`config.mk`:
```
export PLATFORM = sky130hd
export DESIGN_NAME = seven_seg_rx
export DESIGN_NICKNAME = d
export VERILOG_FILES = /design/src/rtl/seven_seg_rx.sv
export SDC_FILE = /design/constraint.sdc
export NUM_CORES = 1
export LEC_CHECK = 0
export CORE_UTILIZATION = 30
export CTS_CLUSTER_SIZE = 30
export DETAILED_ROUTE_END_ITERATION = 10
export PLACE_DENSITY_LB_ADDON = 0.3
export SLEW_MARGIN = 10
export SYNTH_ARGS = -nofsm -noshare
export SYNTH_HDL_FRONTEND = slang
export SYNTH_SLANG_ARGS = --single-unit
```
`constraint.sdc`:
```
create_clock -name CLK -period 6.9 [get_ports CLK]
set_input_delay 1.38 -clock CLK [delete_from_list [all_inputs] [get_ports CLK]]
set_output_delay 1.38 -clock CLK [all_outputs]
set_load 0.02 [all_outputs]
```
`src/rtl/seven_seg_rx.sv`:
```
// Receive side of the two-digit multiplexed seven-segment bus: synchronize, glitch-filter,
// inverse-decode each active-low glyph and rebuild the displayed byte while both digits are fresh.
module seven_seg_rx #(
    parameter int STABLE_CYCLES  = 16,
    parameter int TIMEOUT_CYCLES = 4096
) (
    input  logic       CLK,
    input  logic       RST_N,
    input  logic [7:0] seg_in,
    output logic [7:0] dout,
    output logic       valid,
    output logic       update,
    output logic       seg_err
);
    localparam int CW = $clog2(STABLE_CYCLES);
    localparam int AW = $clog2(TIMEOUT_CYCLES + 1);
    localparam logic [CW-1:0] CNT_MAX = CW'(STABLE_CYCLES - 1);
    localparam logic [AW-1:0] AGE_MAX = AW'(TIMEOUT_CYCLES);

    typedef enum logic [1:0] {IDLE, PARTIAL, LOCKED} state_t;

    logic [7:0]    r_s1, r_s2, r_last;
    logic [CW-1:0] r_cnt;
    logic          r_accept;
    logic [3:0]    r_nib_msb, r_nib_lsb;
    logic          r_got_msb, r_got_lsb;
    logic [AW-1:0] r_age_msb, r_age_lsb;
    state_t        r_state;
    logic [7:0]    r_dout;
    logic          r_valid, r_update, r_seg_err;

    logic [CW-1:0] w_cnt_next;
    logic          w_match;
    logic [3:0]    w_glyph_nib;
    logic          w_refresh_msb, w_refresh_lsb;
    logic [AW-1:0] w_age_msb_next, w_age_lsb_next;
    logic          w_got_msb_next, w_got_lsb_next;
    logic [3:0]    w_nib_msb_next, w_nib_lsb_next;
    logic [7:0]    w_dout_next;
    state_t        w_state_next;

    assign w_cnt_next = (r_s2 != r_last) ? '0 :
                        (r_cnt == CNT_MAX) ? r_cnt : r_cnt + 1'b1;

    // Accept fires only on the transition into CNT_MAX, so a held value is taken once.
    always_ff @(posedge CLK or negedge RST_N) begin
        if (!RST_N) begin
            r_s1     <= 8'hFF;
            r_s2     <= 8'hFF;
            r_last   <= 8'hFF;
            r_cnt    <= '0;
            r_accept <= 1'b0;
        end else begin
            r_s1     <= seg_in;
            r_s2     <= r_s1;
            r_last   <= r_s2;
            r_cnt    <= w_cnt_next;
            r_accept <= (w_cnt_next == CNT_MAX) && (r_cnt != CNT_MAX);
        end
    end

    // r_last holds the value that was stable during the filter run just completed.
    always_comb begin
        w_match     = 1'b1;
        w_glyph_nib = 4'h0;
        case (~r_last[6:0])
            7'h3F: w_glyph_nib = 4'h0;
            7'h06: w_glyph_nib = 4'h1;
            7'h5B: w_glyph_nib = 4'h2;
            7'h4F: w_glyph_nib = 4'h3;
            7'h66: w_glyph_nib = 4'h4;
            7'h6D: w_glyph_nib = 4'h5;
            7'h7D: w_glyph_nib = 4'h6;
            7'h07: w_glyph_nib = 4'h7;
            7'h7F: w_glyph_nib = 4'h8;
            7'h6F: w_glyph_nib = 4'h9;
            7'h77: w_glyph_nib = 4'hA;
            7'h7C: w_glyph_nib = 4'hB;
            7'h39: w_glyph_nib = 4'hC;
            7'h5E: w_glyph_nib = 4'hD;
            7'h79: w_glyph_nib = 4'hE;
            7'h71: w_glyph_nib = 4'hF;
            default: w_match = 1'b0;
        endcase
    end

    always_comb begin
        w_refresh_msb  = r_accept && w_match && !r_last[7];
        w_refresh_lsb  = r_accept && w_match && r_last[7];
        w_age_msb_next = (r_age_msb == AGE_MAX) ? r_age_msb : r_age_msb + 1'b1;
        w_age_lsb_next = (r_age_lsb == AGE_MAX) ? r_age_lsb : r_age_lsb + 1'b1;
        w_got_msb_next = (w_age_msb_next == AGE_MAX) ? 1'b0 : r_got_msb;
        w_got_lsb_next = (w_age_lsb_next == AGE_MAX) ? 1'b0 : r_got_lsb;
        w_nib_msb_next = r_nib_msb;
        w_nib_lsb_next = r_nib_lsb;
        // A refresh landing on the timeout cycle overrides the timeout.
        if (w_refresh_msb) begin
            w_age_msb_next = '0;
            w_got_msb_next = 1'b1;
            w_nib_msb_next = w_glyph_nib;
        end
        if (w_refresh_lsb) begin
            w_age_lsb_next = '0;
            w_got_lsb_next = 1'b1;
            w_nib_lsb_next = w_glyph_nib;
        end
        w_dout_next = {w_nib_msb_next, w_nib_lsb_next};
        case ({w_got_msb_next, w_got_lsb_next})
            2'b11:   w_state_next = LOCKED;
            2'b00:   w_state_next = IDLE;
            default: w_state_next = PARTIAL;
        endcase
    end

    always_ff @(posedge CLK or negedge RST_N) begin
        if (!RST_N) r_state <= IDLE;
        else        r_state <= w_state_next;
    end

    always_ff @(posedge CLK or negedge RST_N) begin
        if (!RST_N) begin
            r_nib_msb <= 4'h0;
            r_nib_lsb <= 4'h0;
            r_got_msb <= 1'b0;
            r_got_lsb <= 1'b0;
            r_age_msb <= '0;
            r_age_lsb <= '0;
            r_dout    <= 8'h00;
            r_valid   <= 1'b0;
            r_update  <= 1'b0;
            r_seg_err <= 1'b0;
        end else begin
            r_nib_msb <= w_nib_msb_next;
            r_nib_lsb <= w_nib_lsb_next;
            r_got_msb <= w_got_msb_next;
            r_got_lsb <= w_got_lsb_next;
            r_age_msb <= w_age_msb_next;
            r_age_lsb <= w_age_lsb_next;
            r_valid   <= (w_state_next == LOCKED);
            r_seg_err <= r_accept && !w_match;
            if (w_state_next == LOCKED) begin
                r_dout   <= w_dout_next;
                r_update <= (r_state != LOCKED) || (w_dout_next != r_dout);
            end else begin
                r_update <= 1'b0;
            end
        end
    end

    assign dout    = r_dout;
    assign valid   = r_valid;
    assign update  = r_update;
    assign seg_err = r_seg_err;
endmodule

```
==> reports/metrics.yaml <==
yosysTopAreaCell: "dfrtp_1"
syn_area_per_cell_sq_um: 10.50
io_buffers: 20
r2r_end: "dout[2]"
startpoint_type: "flip-flop"
critPathMaxFanout: 18
ys_ff_latch: 77
setup_violations: 0
maxSlewHeadroom_pct: 35.24
start_util_pct: 30.85
avgRoutedWirePerCell_microns: 12.80
synth.area.top_cells: "dfrtp_1 (34%), dfstp_2 (16%), xor2_1 (5.6%)"
grt_max_degree: 78
p_per_area_mw_per_mm2: 213.1
critPathSlowestCell: "dfstp_2"
first_global_vias: 2555
postCtsSetupRepairBufs: 0
hold_path_class: "flip-flop to flip-flop"
status: "complete, no violations"
async_reset_ff_share_pct: 100.0
die-area_sq_mm: 0.01344
die_w_microns: 115.9
yosysWarnings: 0
cts_resized: 0
final_cell_mix: "dfrtp_1 (53), nor2_1 (50), xor2_1 (25), dfstp_2 (24)"
cts.sink_count: 77
min_to: "r_s2[0]"
period_share_pct: 45.50
fp.dieH_microns: 115.9
slew_violations: 0
cts_tree: "built"
ios: 21
fmax_mhz: 318.5
grt_pass1_wl_microns: 12210
yosysSeqAreaShare_pct: 50.26
wl_microns: 7144
cts.hold.buffers_added: 0
synth_fp_nets: 387
rows: 41
peakVddDrop_v: 0.0001168
period_needed_ps: 3140
worstSetupPathType: "flip-flop to flip-flop"
slowest_delay_ps: 670
endpoint_kind: "flip-flop"
drtAntennaViolNets: 0
syn-instance-count: 371
via_count: 2620
crit_arrival_ps: 3360
fin_nets: 397
worst_r2r_path_depth: 7
cts_htree_levels: 3
synth_top_area_share_pct: 34.06
synth_edf_count: 0
grtUsageTotal_pct: 11.85
fin_setup_tns_ps: 0
holdPathStages: 0
area_delta_synth_final_pct: 15.23
grt_overflow: 0
fin_ws_ps: 3760
rrSetupSlack_ps: 3760
cap_violations: 0
route.detailed.drc: 0
cts_buffer_depth: 2
antenna_found_initial: 0
hpwl_microns: 4661
ys.flop_type: "dfrtp_1"
avgViaCountPerCell: 4.695
min-delay-start: "r_s1[0]"
drive_gt1_share_pct: 16.58
cts-buffers-inserted: 9
path_cells: "nor2b_1 -> a32oi_1 -> a211o_2 -> a31oi_4 -> nand2b_1 -> ha_1 -> mux2_2"
synth.distinct_cells: 57
clkSlewWorstSetupHoldPaths_ps: 60
rsz0062_at_grt: "false"
worst_slew_pin_slew_ps: 971.3
drt_iter0_markers: 102
skew_ps: 6.184
finalHoldViolCount: 0
cp.required_ps: 7120
dpl_worst_slack_ps: 3747
first_pass_iters: 4
p_leak_nw: 1.900
reg2reg_from: "r_last[1]"
layout.cells.most_common: "dfrtp_1"
synthesis.area_sq_mm: 0.003894
gp_congestion: 0.8047
antenna_cells: 0
core-area_sq_mm: 0.01262
clockRootBuffer: "clkbuf_16"
clk_latency_ps: 330
[stage by stage]
step                      instance area [sq um]  power (mW)  utilization [%]  hold WS, ps  std cells
after floorplan                            3894      0.4977                -        345.2        371
after CTS                                  4487      0.9743            35.55        355.7        558
final                                      4487      0.9563            35.55        354.4        558
after global placement                     4200      0.5131            33.28        346.7        542
after detailed placement                   4200      0.5139            33.28        347.2        542
after global routing                       4487      0.9941            35.55        358.3        558
[layer usage]
layer / vias up / track usage (%) / routed length, microns
met4: 0 / 5.641 / 121
met2: 29 / 18.33 / 3284
met1: 1262 / 15.31 / 3551
li1: 1321 / - / -
met5: - / 0 / 0
met3: 8 / 3.295 / 187
[area by class of cell]
class	count	area, sq um
fill	1273	8133
sequential	77	1957
multi-input combinational	261	1785
clock buffer	10	250.2
tap	172	215.2
timing repair buffer	20	197.7
inverter	12	45.04
clock inverter	6	36.28
[flip-flops by register name, indices dropped and copies added (netlist names), 2 cells and up]
name	count
r_state	2
r_nib_lsb	4
r_age_lsb	13
r_s1	8
r_cnt	4
r_s2	8
dout	8
r_nib_msb	4
r_age_msb	13
r_last	8
[worst max-delay path, delay by kind of cell (launching register included)]
kind	cells	cell delay [ps]
AO/OA/AOI/OAI	3	1060
flip-flops	1	670
adder cells (fa/ha/maj)	1	470
AND/OR/NAND/NOR	2	430
multiplexers	1	400
[worst max-delay path by stage]
stage | start | end | depth (start not counted)
3_3_place_gp | r_last[1] | dout[4] | 7
3_5_place_dp | r_last[1] | dout[2] | 7
6_report | r_last[1] | dout[2] | 7
5_1_grt | r_last[1] | dout[6] | 7
2_1_floorplan | r_last[4] | dout[2] | 9
4_1_cts | r_last[1] | dout[2] | 7
[where the power goes]
group          internal, mW  total [mW]  switching (mW)
clock                 0.263       0.451           0.188
combinational        0.0127      0.0294          0.0166
sequential            0.465       0.476          0.0112
total                 0.741       0.956           0.215
[kinds of logic after synthesis]
family	count (synthesis)	share of synthesized area [%]
compound gates	51	9.865
simple gates	148	19.73
fa+ha+maj	6	1.928
xor+xnor	43	10.25
flops	77	50.26
buf+inv	33	3.888
mux	13	4.081
[cell usage after synthesis (3+ instances only)]
library cell  number
xnor2_1           15
dfstp_2           24
nor2_1            50
mux2_2             7
nor2b_1            3
and3_1            10
nor4b_1            3
nand2b_1           4
mux2_4             4
o21ai_0            4
a21oi_1           15
nand4_1            5
dfrtp_1           53
ha_1               6
o41ai_1            3
nor3_1            15
or3_1              3
xor2_1            25
nor4_1             4
inv_1             11
xnor2_2            3
nand3b_1           4
o211ai_1           3
buf_2              4
nand2_1           16
nand3_1           19
clkbuf_1          12
a31oi_1            6
Power figures use the tool's default switching activity.
